==> config.mk <==
export PLATFORM = sky130hd
export DESIGN_NAME = scan_ctrl
export DESIGN_NICKNAME = d
export VERILOG_FILES = /design/src/rtl/scan_pkg.sv /design/src/rtl/scan_ctrl_tick_gen.sv /design/src/rtl/scan_ctrl.sv
export SDC_FILE = /design/constraint.sdc
export NUM_CORES = 1
export LEC_CHECK = 0
export BUFFER_PORTS_ARGS = -buffer_cell sky130_fd_sc_hd__buf_2
export CORE_MARGIN = 4
export CORE_UTILIZATION = 59
export DETAILED_ROUTE_END_ITERATION = 12
export PLACE_DENSITY = 0.92
export SYNTH_ARGS = -nofsm -noshare
export SYNTH_HDL_FRONTEND = slang
export SYNTH_HIERARCHICAL = 1
export SYNTH_SLANG_ARGS = --single-unit
==> constraint.sdc <==
create_clock -name clk -period 4.1 [get_ports clk]
set_input_delay 0.615 -clock clk [delete_from_list [all_inputs] [get_ports clk]]
set_output_delay 0.615 -clock clk [all_outputs]
set_load 0.01 [all_outputs]
==> src/rtl/scan_pkg.sv <==
// rtl/scan_pkg.sv - shared constants and helpers for the display scan controller
package scan_pkg;

  localparam int NUM_DIGITS = 4;
  localparam int NIBBLE_W   = 4;
  localparam int SEL_W      = 2;
  localparam int DISP_W     = NUM_DIGITS * NIBBLE_W;

  // All anodes off (anodes are active-low)
  localparam logic [NUM_DIGITS-1:0] AN_OFF = 4'b1111;

  // Index of the last digit in a frame; a digit tick here closes the frame
  localparam logic [SEL_W-1:0] SEL_LAST = SEL_W'(NUM_DIGITS - 1);

  // One-hot-low anode pattern for a digit index
  function automatic logic [NUM_DIGITS-1:0] an_onehot_low(input logic [SEL_W-1:0] s);
    logic [NUM_DIGITS-1:0] w_onehot;
    w_onehot = NUM_DIGITS'(1) << s;
    return ~w_onehot;
  endfunction

endpackage

==> src/rtl/scan_ctrl_tick_gen.sv <==
// rtl/scan_ctrl_tick_gen.sv - digit-period prescaler producing a one-cycle tick
module tick_gen #(
  parameter int DIV_MAX   = 99999,
  parameter int DIV_WIDTH = 17
) (
  input  logic clk,
  input  logic resetn,
  input  logic en,
  output logic tick
);

  logic [DIV_WIDTH-1:0] r_cnt;
  logic                 w_at_max;

  assign w_at_max = (r_cnt == DIV_WIDTH'(DIV_MAX));

  // Tick is derived from registered count so it lines up with the edge that wraps it
  assign tick = resetn & en & w_at_max;

  // Free-running divider that wraps at DIV_MAX and freezes while scanning is disabled
  always_ff @(posedge clk or negedge resetn) begin
    if (!resetn) begin
      r_cnt <= '0;
    end else if (en) begin
      if (w_at_max) begin
        r_cnt <= '0;
      end else begin
        r_cnt <= r_cnt + DIV_WIDTH'(1);
      end
    end
  end

endmodule

==> src/rtl/scan_ctrl.sv <==
// rtl/scan_ctrl.sv - multiplexed 4-digit display scanner with tear-free value commit
module scan_ctrl
  import scan_pkg::*;
#(
  parameter int DIV_MAX   = 99999,
  parameter int DIV_WIDTH = 17
) (
  input  logic                  clk,
  input  logic                  resetn,
  input  logic                  en,
  input  logic                  load,
  input  logic [DISP_W-1:0]     din,
  input  logic                  blank_lz,
  output logic [DISP_W-1:0]     disp_val,
  output logic [SEL_W-1:0]      sel,
  output logic [NUM_DIGITS-1:0] an,
  output logic                  pending,
  output logic                  frame_tick
);

  logic                  w_tick;
  logic                  w_frame;
  logic [SEL_W-1:0]      r_sel;
  logic [DISP_W-1:0]     r_disp;
  logic [DISP_W-1:0]     r_shadow;
  logic                  r_pending;
  logic [NUM_DIGITS-1:0] w_nib_zero;
  logic [NUM_DIGITS-1:0] w_blank;
  logic                  w_tail_zero;
  logic [NUM_DIGITS-1:0] w_an;

  tick_gen #(
    .DIV_MAX   (DIV_MAX),
    .DIV_WIDTH (DIV_WIDTH)
  ) u_tick_gen (
    .clk    (clk),
    .resetn (resetn),
    .en     (en),
    .tick   (w_tick)
  );

  // The frame closes on the digit tick that leaves the last digit
  assign w_frame = w_tick & (r_sel == SEL_LAST);

  // Digit index advances once per digit period and wraps after the last digit
  always_ff @(posedge clk or negedge resetn) begin
    if (!resetn) begin
      r_sel <= '0;
    end else if (w_tick) begin
      r_sel <= r_sel + SEL_W'(1);
    end
  end

  // Stage loads in the shadow and only move them to the display word at a frame boundary;
  // a load landing on the boundary itself goes straight to the display
  always_ff @(posedge clk or negedge resetn) begin
    if (!resetn) begin
      r_disp    <= '0;
      r_shadow  <= '0;
      r_pending <= 1'b0;
    end else if (w_frame) begin
      if (load) begin
        r_disp <= din;
      end else if (r_pending) begin
        r_disp <= r_shadow;
      end
      r_pending <= 1'b0;
    end else if (load) begin
      r_shadow  <= din;
      r_pending <= 1'b1;
    end
  end

  // Leading-zero blanking: digit k is dark when it and every higher nibble are zero
  always_comb begin
    w_blank     = '0;
    w_tail_zero = 1'b1;
    for (int k = 0; k < NUM_DIGITS; k++) begin
      w_nib_zero[k] = (r_disp[k*NIBBLE_W +: NIBBLE_W] == '0);
    end
    for (int k = NUM_DIGITS - 1; k >= 1; k--) begin
      w_tail_zero = w_tail_zero & w_nib_zero[k];
      w_blank[k]  = blank_lz & w_tail_zero;
    end
  end

  // Anode decode straight from the registered index so an and sel never skew
  always_comb begin
    w_an = AN_OFF;
    if (resetn && en && !w_blank[r_sel]) begin
      w_an = an_onehot_low(r_sel);
    end
  end

  assign sel        = r_sel;
  assign an         = w_an;
  assign disp_val   = r_disp;
  assign pending    = r_pending;
  assign frame_tick = w_frame;

endmodule

==> results of run 1 <==
-- power breakdown --
part           total (mW)  switching [mW]  internal [mW]
logic               0.120          0.0589         0.0614
clock network       0.287           0.165          0.122
registers           0.605          0.0526          0.552
-- cells in the final DEF, fill, tap and decap left out, types with 2 or more instances in the layout --
cell type / synthesis / final
a21oi_1: 2 / 2
and2_1: 2 / 2
buf_2: 3 / 44
buf_4: 0 / 3
clkbuf_8: 0 / 5
dfrtp_1: 52 / 52
ha_1: 5 / 5
inv_1: 5 / 5
mux2_2: 6 / 6
mux2_4: 10 / 10
mux2i_1: 17 / 17
nand2_1: 23 / 23
nand3_1: 6 / 6
nand4_1: 9 / 9
nor2_1: 11 / 11
nor3_1: 3 / 3
nor4_1: 7 / 7
o2111ai_1: 4 / 4
o211ai_1: 2 / 2
o21ai_0: 18 / 18
xnor2_1: 11 / 11
xor2_1: 4 / 4
-- path summary, 6_finish.rpt --
path	endpoint	slack [ps]	from
worst min register to register	disp_val[14]$_DFFE_PN0P_	510	disp_val[14]$_DFFE_PN0P_
max in group asynchronous	r_shadow[14]$_DFFE_PN0P_	3200	resetn
worst max-delay path	frame_tick	930	u_tick_gen/r_cnt[5]$_DFFE_PN0P_
min in group clk	disp_val[14]$_DFFE_PN0P_	510	disp_val[14]$_DFFE_PN0P_
worst min-delay path	u_tick_gen/r_cnt[7]$_DFFE_PN0P_	460	resetn
worst max register to register	r_shadow[14]$_DFFE_PN0P_	1280	u_tick_gen/r_cnt[5]$_DFFE_PN0P_
-- state kept, by name, summed over array words and instances, names as in the netlist --
name,count
disp_val,16
pending,1
r_shadow,16
sel,2
u_tick_gen/r_cnt,17
-- worst max-delay path, delay by kind of cell, from the launching register on --
kind | cells | cell delay, ps
AND/OR/NAND/NOR | 5 | 1680
flip-flops | 1 | 450
buffers and inverters | 1 | 120
-- per-layer routing --
layer,part of all wire,up-vias,global-route usage
met5,0,-,0
met1,0.44,904,0.279
li1,-,856,-
met3,0.051,7,0.0427
met2,0.50,51,0.330
met4,0.012,0,0.0656
-- cells in the mapped netlist, drive strengths merged, types with 3 or more instances --
| cell type | n | area share |
|---|---|---|
| xnor2 | 11 | 0.038 |
| o21ai | 18 | 0.036 |
| buf | 6 | 0.023 |
| ha | 5 | 0.025 |
| nor3 | 3 | 0.0060 |
| mux2 | 16 | 0.087 |
| nor4 | 7 | 0.017 |
| inv | 5 | 0.0075 |
| nand4 | 9 | 0.022 |
| o2111ai | 4 | 0.014 |
| clkbuf | 3 | 0.0050 |
| xor2 | 4 | 0.014 |
| nand3 | 6 | 0.012 |
| dfrtp | 52 | 0.52 |
| nor2 | 12 | 0.024 |
| and2 | 3 | 0.0085 |
| nand2 | 23 | 0.034 |
| mux2i | 17 | 0.068 |
-- per-stage QoR --
| stage | util | worst slack, ps | std cells | hold slack, ps |
|---|---|---|---|---|
| floorplan | - | 1390 | 215 | 319 |
| global placement | 0.675 | 1320 | 303 | 459 |
| detailed placement | 0.675 | 1270 | 303 | 495 |
| CTS | 0.697 | 932 | 311 | 482 |
| global route | 0.697 | 810 | 311 | 518 |
| finish | 0.697 | 931 | 311 | 455 |
-- cell type report --
type                       count  area [um^2]
inverter                       5         18.8
tap                           50         62.6
timing repair buffer          47          243
fill                         287         1230
sequential                    52         1300
clock buffer                   6         72.6
multi-input combinational    149         1110
clock inverter                 2         16.3
-- logic make-up (layout without fill, tap and decap cells) --
family,Yosys count,count (layout),synth area share
simple gates,68,68,0.146
flops,52,52,0.520
mux,33,33,0.155
compound gates,28,28,0.0660
xor+xnor,15,15,0.0525
buf+inv,14,60,0.0355
fa+ha+maj,5,5,0.0250
==> flow_summary.yaml, run 1 <==
outcome:
  outcome: "finished clean"
sta:
  grt_setup_unrepaired: "no"
  clock.fmax_ghz: 0.316
  worst_pin_slew_ps: 671
  fin_tns_setup_ps: 0
  slew_viol_final: 0
  max_slew_margin: 0.553
  fin_skew_ps: 12.7
  period_share: 0.773
  min_period_ps: 3170
  setup_violations: 0
  hold_violations: 0
global_route:
  antenna_found_initial: 0
  globalRouteOverflowTotal: 0
  grt_usage: 0.205
  grt_pass1_vias: 1828
  grt_start_max_net_pins: 57
  grt_first_pass_wirelength_mm: 8.49
power:
  p_per_area_nw_per_um2: 358
  ir_drop_uv: 222
  power.leakage_nw: 1.37
  power.total_mw: 1.01
clocking:
  numCtsBuffers: 5
  cts_setup_buffers: 0
  cts_resized: 0
  path_clk_slew_ps: 90
  htreeDepth: 2
  cts_tree: "done"
  cts_sinks: 52
  cts_root_buf: "clkbuf_8"
  insertion_delay_ps: 300
  cts_hold_buf: 0
  cts_max_path_buffers: 2
floorplanning:
  die_x_um: 73.1
  initial_utilization: 0.617
  die-area_um2: 5350
  ios: 45
  num_rows: 23
  coreArea_um2: 4060
  die_y_um: 73.1
setup_path:
  slowest_delay_ps: 590
  cp_cell_sequence: "or4b_1 > or4_4 > nor2_8 > and2_1 > and2_4 > buf_2"
  reg2reg_depth: 8
  path_class: "register to primary output"
  endpoint_kind: "primary output"
  arrival_ps: 2550
  start_kind: "register"
  cpMaxStageDelayCell: "or4_4"
  required_ps: 3480
  cp_max_fo: 7
synth:
  synth_cells: 215
  synth_edf_count: 0
  ys_types: 33
  ys_seq_area_frac: 0.520
  synth_area_per_cell_um2: 11.6
  synth_area_um2: 2500
  yosys_warnings: 6
  ys_seq_elements: 52
  syn_nets: 241
  synth-main-ff-cell: "dfrtp_1"
  synthArstFlopShare: 1.00
layout:
  antennaDiodeCount: 0
  drive_gt1_frac: 0.284
  nNetsFinal: 286
  design_area_um2: 2830
  syn_to_final_growth_pct: 12.9
detailed_routing:
  drt_wl_total_mm: 5.10
  post-route-drc-count: 0
  wl_per_cell_um: 16.4
  ant_nets: 0
  vias: 1818
  drt_first_pass_iters: 4
  viasPerCell: 5.85
  drt_iter0_markers: 97
placement:
  dpl.hpwl_mm: 3.63
  globalplace.congestion: 0.925
  port_buffers: 44
  placed_area_um2: 2740
job:
  max_cap_viol_count: 0
min_path:
  hp-class: "input port to async pin"
(Power assumes the default switching activity.)
==> run 2: changes to the inputs <==
--- a/config.mk
+++ b/config.mk
@@ -7,9 +7,9 @@
 export LEC_CHECK = 0
 export BUFFER_PORTS_ARGS = -buffer_cell sky130_fd_sc_hd__buf_2
 export CORE_MARGIN = 4
-export CORE_UTILIZATION = 59
+export CORE_UTILIZATION = 50
 export DETAILED_ROUTE_END_ITERATION = 12
-export PLACE_DENSITY = 0.92
+export PLACE_DENSITY = 0.84
 export SYNTH_ARGS = -nofsm -noshare
 export SYNTH_HDL_FRONTEND = slang
 export SYNTH_HIERARCHICAL = 1
==> constraint.sdc (replaced) <==
create_clock -name clk -period 2.8 [get_ports clk]
set_input_delay 0.42 -clock clk [delete_from_list [all_inputs] [get_ports clk]]
set_output_delay 0.42 -clock clk [all_outputs]
set_load 0.01 [all_outputs]
==> flow_summary.yaml, run 2 (synthesized netlist as in run 1, its figures left out) <==
floorplanning:
  num_rows: 25
  die-area_um2: 6200
  die_y_um: 78.8
  ios: 45
  die_x_um: 78.8
  coreArea_um2: 4790
  initial_utilization: 0.523
clocking:
  path_clk_slew_ps: 80
  htreeDepth: 2
  cts_max_path_buffers: 2
  cts_root_buf: "clkbuf_8"
  insertion_delay_ps: 300
  cts_sinks: 52
  cts_tree: "done"
  numCtsBuffers: 5
  cts_hold_buf: 0
power:
  p_per_area_nw_per_um2: 502
  power.leakage_nw: 1.42
  ir_drop_uv: 304
job:
  max_cap_viol_count: 0
setup_path:
  endpoint_kind: "primary output"
  start_kind: "register"
  required_ps: 2380
  cp_max_fo: 3
  r2r_slack_ps: 180
  cp_cell_sequence: "or4b_1 > or4_4 > nor2_8 > and2_4 > and2_4 > buf_6"
  r2r-end: "r_shadow[3]$_DFFE_PN0P_"
  cpMaxStageDelayCell: "or4_4"
  path_class: "register to primary output"
  crit_top_cell: "and2_4"
  path_delay_family: "simple AND/OR/NAND/NOR gates"
  crit-reg2reg-launch: "u_tick_gen/r_cnt[0]$_DFFE_PN0P_"
  reg2reg_depth: 8
  arrival_ps: 2280
  slowest_delay_ps: 570
  timing.critical_path.buf_inv: 1
sta:
  slew_viol_final: 0
  hold_slack_ps: 261
  grt_setup_unrepaired: "no"
  fin_skew_ps: 9.98
  fin_tns_setup_ps: 0
  max_slew_margin: 0.336
  min_period_ps: 2700
  hold_violations: 0
  period_share: 0.966
  clock.fmax_ghz: 0.370
  setup_violations: 0
  worst_pin_slew_ps: 991
global_route:
  grt_usage: 0.167
  grt_first_pass_wirelength_mm: 8.06
  antenna_found_initial: 0
  globalRouteOverflowTotal: 0
  grt_start_max_net_pins: 57
  grt_pass1_vias: 1723
layout:
  antennaDiodeCount: 0
  drive_gt1_frac: 0.317
  top_register: "u_tick_gen/r_cnt"
  final_cell_mix: "dfrtp_1, buf_2, nand2_1"
  largest_reg_flops: 17
  final_common_cell: "dfrtp_1"
  nNetsFinal: 296
  fillerInstances: 383
  syn_to_final_growth_pct: 17.2
placement:
  globalplace.congestion: 0.844
  dpl.hpwl_mm: 3.41
  port_buffers: 44
min_path:
  hp-class: "input port to async pin"
detailed_routing:
  wl_per_cell_um: 14.2
  viasPerCell: 5.19
  vias: 1753
  post-route-drc-count: 0
  drt_iter0_markers: 121
  drt_wl_total_mm: 4.81
  drt_first_pass_iters: 4
  ant_nets: 0
outcome:
  outcome: "finished clean"
## run 2: cell types whose count changed in the layout (fill, tap and decap cells not counted), sizes merged
cell | before | now
buf | 47 | 57
## run 2: layer usage
metal,vias up,global-route usage,wire length (um)
li1,872,-,-
met4,0,0.0612,70
met2,40,0.267,2310
met1,834,0.228,2250
met5,-,0,0
met3,7,0.0295,182
## run 2: layout make-up
type	instances	area [um^2]	share of cell area
Clock buffer	6	72.6	0.0247
Inverter	5	18.8	0.00640
Multi-Input combinational cell	149	1120	0.380
Tap cell	67	83.8	0.0286
Clock inverter	2	16.3	0.00554
Sequential cell	52	1300	0.444
Timing Repair Buffer	57	324	0.110
## run 2: worst max-delay path by stage
stage                                           startpoint  slack, ps  cells after the start                      end
after global placement     u_tick_gen/r_cnt[0]$_DFFE_PN0P_        210                      8  r_shadow[1]$_DFFE_PN0P_
after CTS                 u_tick_gen/r_cnt[13]$_DFFE_PN0P_         20                      6               frame_tick
after global routing       u_tick_gen/r_cnt[8]$_DFFE_PN0P_         20                      6               frame_tick
after floorplan            u_tick_gen/r_cnt[5]$_DFFE_PN0P_         90                      9  r_shadow[0]$_DFFE_PN0P_
final                      u_tick_gen/r_cnt[8]$_DFFE_PN0P_        100                      6               frame_tick
after detailed placement   u_tick_gen/r_cnt[0]$_DFFE_PN0P_        130                      8  r_shadow[5]$_DFFE_PN0P_
## run 2: report_power, final
group          internal [mW]  total (mW)  leakage [nW]  switching (mW)
sequential             0.809       0.874         0.663          0.0648
combinational          0.100       0.192         0.713          0.0921
clock                  0.178       0.408        0.0414           0.230
## run 2: what timing repair did
item | CTS | global route
setup endpoints to repair | 1 | 1
pin swaps | 2 | 2
buffers inserted | 4 | 3
gates resized for setup | 0 | 3
## run 2: through the flow
| stage | power (mW) | utilization | setup slack [ps] | std cells | instance area [um^2] |
|---|---|---|---|---|---|
| after floorplan | 1.01 | - | 87.2 | 215 | 2500 |
| after global placement | 1.07 | 0.581 | 210 | 323 | 2780 |
| after detailed placement | 1.07 | 0.581 | 128 | 323 | 2780 |
| after CTS | 1.49 | 0.606 | 15.2 | 335 | 2900 |
| after global routing | 1.56 | 0.613 | 20.0 | 338 | 2930 |
| final | 1.47 | 0.613 | 95.5 | 338 | 2930 |
